`config.mk`:
```
export PLATFORM = sky130hd
export DESIGN_NAME = dm_arbiter
export DESIGN_NICKNAME = d
export VERILOG_FILES = /design/src/rtl/dm_arbiter_pkg.sv /design/src/rtl/dm_arbiter_dma_addr_chk.sv /design/src/rtl/dm_arbiter.sv
export SDC_FILE = /design/constraint.sdc
export NUM_CORES = 1
export LEC_CHECK = 0
export ABC_AREA = 1
export BUFFER_PORTS_ARGS = -buffer_cell sky130_fd_sc_hd__buf_2
export CAP_MARGIN = 10
export CORE_AREA = 3 3 125 127
export CTS_CLUSTER_SIZE = 10
export DETAILED_ROUTE_END_ITERATION = 6
export DIE_AREA = 0 0 128 130
export HOLD_SLACK_MARGIN = 0.05
export MAX_ROUTING_LAYER = met4
export PLACE_DENSITY = 0.51
export SLEW_MARGIN = 20
export SYNTH_ARGS = -nofsm -noshare
export SYNTH_HDL_FRONTEND = slang
export SYNTH_HIERARCHICAL = 1
export SYNTH_SLANG_ARGS = --single-unit
```
`constraint.sdc`:
```
create_clock -name clk -period 1.8 [get_ports clk]
set_input_delay 0.09 -clock clk [delete_from_list [all_inputs] [get_ports clk]]
set_output_delay 0.09 -clock clk [all_outputs]
set_load 0.02 [all_outputs]
```
`src/rtl/dm_arbiter_pkg.sv`:
```
// Shared definitions for the data-memory arbiter slice.
//   - DM access-type codes driven on DM_type (Word_DM is the only code the
//     DMA engine ever issues).
//   - Arbiter FSM state encoding.
//   - DM geometry: 3072 words, highest legal byte address 0x2FFF.
package dm_arbiter_pkg;

  localparam logic [5:0] Word_DM  = 6'b000001;
  localparam logic [5:0] Half_DM  = 6'b000010;
  localparam logic [5:0] Halfu_DM = 6'b000100;
  localparam logic [5:0] Byte_DM  = 6'b001000;
  localparam logic [5:0] Byteu_DM = 6'b010000;

  localparam int          DM_WORDS      = 3072;
  localparam logic [31:0] DM_ADDR_LIMIT = 32'(DM_WORDS * 4 - 1);

  typedef enum logic {
    S_CPU = 1'b0,
    S_DMA = 1'b1
  } arb_state_t;

  function automatic logic word_misaligned(input logic [1:0] low_bits);
    return low_bits != 2'b00;
  endfunction

endpackage

```
`src/rtl/dm_arbiter_dma_addr_chk.sv`:
```
// Combinational legality check for a DMA beat address.
//   addr : DMA byte address
//   bad  : 1 when addr lies above ADDR_LIMIT or is not word aligned
module dma_addr_chk
  import dm_arbiter_pkg::*;
#(
  parameter logic [31:0] ADDR_LIMIT = DM_ADDR_LIMIT
) (
  input  logic [31:0] addr,
  output logic        bad
);

  assign bad = (addr > ADDR_LIMIT) | word_misaligned(addr[1:0]);

endmodule

```
`src/rtl/dm_arbiter.sv`:
```
// Data-memory arbiter between the CPU MEM stage (C, default owner) and a
// word-only burst DMA/loader engine (D).
//   clk, reset          : clock, synchronous active-high reset
//   cpu_*               : C request/write/address/data/type, cpu_rd read data,
//                         cpu_stall freezes MEM and upstream while D owns the DM
//   dma_req/dma_gnt     : D beat handshake (see below)
//   dma_we/addr/wd/last : D beat attributes
//   dma_rvalid/rdata    : registered read return, one cycle after the grant
//   dma_err             : registered, accepted beat was out of range/misaligned
//   dm_*                : muxed DM port, dm_rd is the DM combinational read
//   dbg_state/dbg_wait_cnt/dbg_beat_cnt : FSM state and counters for checkers
//
// D handshake: dma_req is valid for a beat whose attributes are held stable
// until dma_gnt is seen high in the same cycle; a beat transfers exactly on a
// cycle with dma_req & dma_gnt. dma_gnt never depends on anything but
// dma_req and the registered state, so D may not withdraw a beat it has
// presented except by dropping dma_req (which ends the ownership period).
module dm_arbiter
  import dm_arbiter_pkg::*;
#(
  parameter int          MAX_WAIT   = 4,
  parameter int          BURST_MAX  = 8,
  parameter logic [31:0] ADDR_LIMIT = 32'h0000_2FFF
) (
  input  logic        clk,
  input  logic        reset,
  input  logic        cpu_req,
  input  logic        cpu_we,
  input  logic [31:0] cpu_addr,
  input  logic [31:0] cpu_wd,
  input  logic [5:0]  cpu_type,
  output logic [31:0] cpu_rd,
  output logic        cpu_stall,
  input  logic        dma_req,
  input  logic        dma_we,
  input  logic [31:0] dma_addr,
  input  logic [31:0] dma_wd,
  input  logic        dma_last,
  output logic        dma_gnt,
  output logic        dma_rvalid,
  output logic [31:0] dma_rdata,
  output logic        dma_err,
  output logic        dm_we,
  output logic [31:0] dm_addr,
  output logic [31:0] dm_wd,
  output logic [5:0]  dm_type,
  input  logic [31:0] dm_rd,
  output arb_state_t  dbg_state,
  output logic [7:0]  dbg_wait_cnt,
  output logic [7:0]  dbg_beat_cnt
);

  arb_state_t state;
  logic [7:0] wait_cnt;
  logic [7:0] beat_cnt;
  logic       bad;
  logic       in_dma;
  logic       burst_done;

  dma_addr_chk #(.ADDR_LIMIT(ADDR_LIMIT)) u_chk (
    .addr (dma_addr),
    .bad  (bad)
  );

  assign in_dma    = (state == S_DMA);
  assign dma_gnt   = dma_req & in_dma;
  assign cpu_stall = cpu_req & in_dma;
  assign cpu_rd    = dm_rd;

  // Ownership ends on the last beat, on the beat cap, or when D goes idle.
  assign burst_done = (dma_gnt & dma_last)
                    | (dma_gnt & (beat_cnt == 8'(BURST_MAX - 1)))
                    | ~dma_req;

  // Bad beats are still granted so D drains, but they never reach the DM.
  always_comb begin
    dm_we   = cpu_req & cpu_we;
    dm_addr = cpu_addr;
    dm_wd   = cpu_wd;
    dm_type = cpu_type;
    if (in_dma) begin
      dm_we   = dma_gnt & dma_we & ~bad;
      dm_addr = dma_addr;
      dm_wd   = dma_wd;
      dm_type = Word_DM;
    end
  end

  always_ff @(posedge clk) begin
    if (reset) begin
      state      <= S_CPU;
      wait_cnt   <= '0;
      beat_cnt   <= '0;
      dma_rvalid <= 1'b0;
      dma_rdata  <= '0;
      dma_err    <= 1'b0;
    end else begin
      dma_rvalid <= dma_gnt & ~dma_we;
      dma_err    <= dma_gnt & bad;
      if (dma_gnt & ~dma_we)
        dma_rdata <= bad ? 32'h0 : dm_rd;

      case (state)
        S_CPU: begin
          // The C access in the deciding cycle still completes: the switch
          // only takes effect at this edge.
          if (dma_req & (~cpu_req | (wait_cnt == 8'(MAX_WAIT - 1)))) begin
            state    <= S_DMA;
            wait_cnt <= '0;
            beat_cnt <= '0;
          end else if (!dma_req) begin
            wait_cnt <= '0;
          end else if (cpu_req && (wait_cnt < 8'(MAX_WAIT - 1))) begin
            wait_cnt <= wait_cnt + 8'd1;
          end
        end
        S_DMA: begin
          if (burst_done) begin
            // wait_cnt restarts so a busy C gets cycles before D re-enters.
            state    <= S_CPU;
            beat_cnt <= '0;
            wait_cnt <= '0;
          end else if (dma_gnt) begin
            beat_cnt <= beat_cnt + 8'd1;
          end
        end
        default: state <= S_CPU;
      endcase
    end
  end

  assign dbg_state    = state;
  assign dbg_wait_cnt = wait_cnt;
  assign dbg_beat_cnt = beat_cnt;

endmodule

```
==> impl_results.md, run 1 <==
* GRT Overall Usage at 0.1671
* WP data required at 1.71 ns
* PortBufs at 328
* Global-route wire length before repair at 21020 um
* CP Class: reg2out
* Leakage at 2.841 nW
* Min cycle time layout at 1.538 ns
* P&R area growth vs syn at 53.20%
* DP Wirelength at 12490 um
* GPL Wtd Cong at 0.9075
* Seq/Total Area, Yosys at 0.3125
* Reg clk slew, reported paths at 0.07 ns
* DRT Wirelength at 14970 um
* Hold Crit Class: in2reg
* Unique masters post-synth at 27
* Fin Hold WS at 0.06965 ns
* Utilization after layout at 0.3444
* DIE HEIGHT at 130 um
* Vias in the first global route at 3773
* # IOs at 329
* CTS tree: yes
* Register area at 1022 sq um
* Final hold vios at 0
* Placed Cells at 1009
* Most common cell after layout, fill and taps aside: buf_2
* Synth top area cells: dfxtp_1, nand2_1, buf_4
* Slew @ Worst Pin at 0.5602 ns
* Final Cell Area at 5005 sq um
* Synth top area share at 0.3125
* CP arrival at 1.45 ns
* Htree depth at 2
* Area taken by multi-input logic gates at 1760 sq um
* Initial DRT Pass Iterations at 5
* Final Cycle Share at 0.8542
* Post-Layout Cell Count at 1017
* Outcome: complete, no violations
* Peak supply drop at 0.4312 mV
* Worst skew pair latency at 0.29 ns
* Placeable Area at 14530 sq um
* Worst slew margin relative to its limit at 0.6260
* FP Rows at 44
* Vias at 4286
* Number of nets with antenna violations after routing at 0
* Fmax at 650.4 MHz
* Die Area at 16640 sq um
* Clock Path Buffers at 2
* Power per Cell Area at 597.1 nW/um^2
* Die X at 128 um
* Synthesized area at 3267 sq um
* CP Capture Type: primary output
* Synth Warn # at 6
* CTS root buffer: clkbuf_16
* Worst Setup Start Kind: flop
* Max Slew Vio Count at 0
* Wire per inst at 14.72 um
* Fraction of layout cells with a size suffix above 1 at 0.4327
* Inserted Clock Buffers at 5
* Drt drc at 0
* DR iter-0 viols at 217
* Antenna violations before repair at 1
* Grt ovf at 0
* Synth Register Bits at 51
* Post-cts repair resize count at 0
* Clk sink count at 51
* Unrepaired setup endpoints after global routing: no
* Syn Inst Count at 551
* Fin Setup TNS at 0 ns
* Syn Area/Cell at 5.929 sq um
* Via density at 4.214
* Layout Skew at 0.004084 ns
* PnR worst setup slack at 0.2625 ns
* Post-DP Area at 4855 sq um
* CTS Hold Bufs at 0
* Setup WS pre-CTS at 0.3044 ns
* Filler instances at 1681
* Largest net degree at the start of global routing at 42
* Setup bufs post-CTS at 0
* Nets at 1007
* Max-cap violations at 0
* Total power at 2.988 mW
* Initial core utilization at 0.2248
* Synth area leader: dfxtp_1
* Most frequent cells in the layout: buf_2, nand2_1, dfxtp_1
* CP max FO at 41
* Setup violations, final at 0
* Syn_nets at 726
cell families (layout without fill, tap and decap cells):
group	after synthesis	count (layout)	share of synthesized area
AND/OR/NAND/NOR	358	358	0.4519
other	0	1	0
AO/OA/AOI/OAI	51	51	0.07928
adder cells (fa/ha/maj)	2	2	0.007659
flip-flops	51	51	0.3125
buffers and inverters	89	370	0.1486
state kept, by name, indices dropped and copies added (netlist names):
register and cells:
dma_rvalid 1, dbg_wait_cnt 8, dma_rdata 32, dma_err 1
dbg_beat_cnt 8, dbg_state 1
where the power goes:
| part | switching, mW | internal, mW | leakage (nW) |
|---|---|---|---|
| clock | 0.427 | 0.552 | 0.0733 |
| sequential | 0.00377 | 1.13 | 0.411 |
| combinational | 0.548 | 0.326 | 2.36 |
| total | 0.979 | 2.01 | 2.84 |
worst max-delay path, cell delays in order, from the launching register on:
cell     delay, ns
dfxtp_2       0.37
buf_4         0.38
nand2_1       0.12
nand2_1       0.12
buf_2         0.17
synth_stat cells:
cell type	number
buf_4	35
clkinv_1	1
buf_1	3
or2_2	1
nor3_1	8
nor2_4	2
buf_2	12
inv_1	24
a21oi_2	1
inv_2	2
inv_6	1
nand2_4	1
nor2_2	2
nand3_1	41
o21ai_1	1
nand2_2	3
o21ai_0	7
or2_0	1
dfxtp_1	51
ha_1	2
nand2_1	259
a21oi_1	42
nor3_2	2
nor2_1	36
nor2_8	1
clkbuf_1	11
nand4_1	1
worst paths after layout:
| path | start | to | slack [ns] | cells after the start |
|---|---|---|---|---|
| worst max-delay path | dbg_state | dm_wd[28] | 0.26 | 4 |
| worst min-delay path | dm_rd[9] | dma_rdata[9] | 0.07 | 3 |
| worst max register to register | dbg_beat_cnt[0] | dbg_wait_cnt[1] | 0.29 | 9 |
| worst min register to register | dma_rdata[15] | dma_rdata[15] | 0.46 | 2 |
layer usage:
layer	share of wire	track usage
met1	0.40	0.1968
met4	0.0071	0.02559
met3	0.079	0.03316
met2	0.52	0.3010
met5	0	-
final cells by class:
class,count,share of cell area
inverters,28,0.02200
well taps,184,0.04600
multi-input cells,411,0.3518
repair buffers,335,0.3460
clock inverters,1,0.001750
diodes,1,0.0005000
flip-flops and latches,51,0.2042
clock buffers,6,0.02775
Note: power is estimated with default switching activity, not from simulation.
==> run 2, diff against run 1 <==
--- a/config.mk
+++ b/config.mk
@@ -9,12 +9,14 @@
 export BUFFER_PORTS_ARGS = -buffer_cell sky130_fd_sc_hd__buf_2
 export CAP_MARGIN = 10
 export CORE_AREA = 3 3 125 127
+export CTS_CLUSTER_DIAMETER = 200
 export CTS_CLUSTER_SIZE = 10
 export DETAILED_ROUTE_END_ITERATION = 6
 export DIE_AREA = 0 0 128 130
 export HOLD_SLACK_MARGIN = 0.05
 export MAX_ROUTING_LAYER = met4
 export PLACE_DENSITY = 0.51
+export REMOVE_ABC_BUFFERS = 1
 export SLEW_MARGIN = 20
 export SYNTH_ARGS = -nofsm -noshare
 export SYNTH_HDL_FRONTEND = slang
==> impl_results.md, run 2 (synthesis results as in run 1) <==
* CP max FO at 47
* Layout Skew at 0.006315 ns
* Min cycle time layout at 1.499 ns
* Setup WS pre-CTS at 0.2698 ns
* CTS root buffer: clkbuf_16
* Placed Cells at 1013
* DR WL met2 at 7797 um
* Global-route wire length before repair at 21050 um
* CP arrival at 1.41 ns
* Htree depth at 2
* Register share of total power at 0.370
* Utilization after layout at 0.3475
* Setup violations, final at 0
* Fin Hold WS at 0.06146 ns
* CP Capture Type: primary output
* Outcome: complete, no violations
* Fraction of layout cells with a size suffix above 1 at 0.4354
* Drt drc at 0
* Max-cap violations at 0
* Clock Path Buffers at 2
* DR top layer: met4
* Initial DRT Pass Iterations at 4
* Logic pwr share at 0.284
* Most flop-heavy register: dma_rdata
* Most frequent cells in the layout: buf_2, nand2_1, dfxtp_1
* Grt ovf at 0
* GPL Wtd Cong at 0.8581
* Vias in the first global route at 3834
* Power per Cell Area at 607.7 nW/um^2
* Via density at 4.241
* Wire per inst at 14.52 um
* Die Area at 16640 sq um
* Met1 wire length at 5829 um
* Met3 WL at 973 um
* Antenna violations before repair at 3
* Max reg flops at 32
* GRT Overall Usage at 0.1656
* Post-Layout Cell Count at 1021
* DRT Wirelength at 14830 um
* Post-cts repair resize count at 0
* DR iter-0 viols at 193
* Worst slew margin relative to its limit at 0.6200
* Fin Setup TNS at 0 ns
* Die X at 128 um
* Vias at 4330
* Total power at 3.069 mW
* Final Cell Area at 5050 sq um
* Final hold vios at 0
* DP Wirelength at 12160 um
* Final Cycle Share at 0.8326
* P_int at 2.108 mW
* WP data required at 1.71 ns
* Worst Setup Start Kind: flop
* Post-DP Area at 4885 sq um
* Slew @ Worst Pin at 0.5692 ns
* Max Slew Vio Count at 0
* PortBufs at 328
* Inserted Clock Buffers at 5
* DIE HEIGHT at 130 um
* CTS tree: yes
* # IOs at 329
* PnR worst setup slack at 0.3014 ns
* Clk sink count at 51
* CP Class: reg2out
* Reg clk slew, reported paths at 0.07 ns
* Initial core utilization at 0.2248
* Psw at 960.3 uW
* Fmax at 667.3 MHz
* Hold Crit Class: in2reg
* Switching Fraction at 0.3129
* Largest net degree at the start of global routing at 51
* Setup bufs post-CTS at 0
* FP Rows at 44
* Worst skew pair latency at 0.28 ns
* Leakage at 2.863 nW
* Most common cell after layout, fill and taps aside: buf_2
* Unrepaired setup endpoints after global routing: no
* Nets at 1011
* Clock power frac at 0.345
* CTS Hold Bufs at 0
* Number of nets with antenna violations after routing at 0
* Peak supply drop at 0.4602 mV
* P&R area growth vs syn at 54.58%
* Placeable Area at 14530 sq um
## run 2: routing by layer
metal,up-vias,track usage
met5,-,-
met2,164,0.3062
met3,14,0.02865
met4,0,0.02871
met1,1901,0.1897
li1,2251,-
## run 2: final cells by class
cell class | count | area [sq um]
Fill cell | 1662 | 9484
Antenna cell | 1 | 2.502
Multi-Input combinational cell | 411 | 1760
Inverter | 28 | 110.1
Tap cell | 184 | 230.2
Clock buffer | 5 | 125.1
Clock inverter | 2 | 37.54
Timing Repair Buffer | 339 | 1762
Sequential cell | 51 | 1022
## run 2: path summary, 6_finish.rpt
kind              cells past startpoint             from         endpoint  slack, ns
setup / recovery                      5        dbg_state        dm_wd[21]       0.30
hold / removal                        2            reset    dma_rdata[24]       0.06
setup reg to reg                      8  dbg_wait_cnt[0]  dbg_beat_cnt[5]       0.32
hold reg to reg                       2    dma_rdata[24]    dma_rdata[24]       0.46
## run 2: critical path: stages, from the launching register on
cell and delay, ns:
dfxtp_2 0.37, inv_2 0.13, buf_12 0.22, nand2_1 0.07
nand2_1 0.12, buf_2 0.19
## run 2: power groups by stage
stage	clock (mW)	sequential [mW]	combinational, mW
floorplan	0	1.18	0.350
global placement	0	1.16	0.878
detailed placement	0	1.16	0.877
CTS	1.09	1.14	0.880
global route	1.13	1.14	0.952
finish	1.06	1.14	0.872
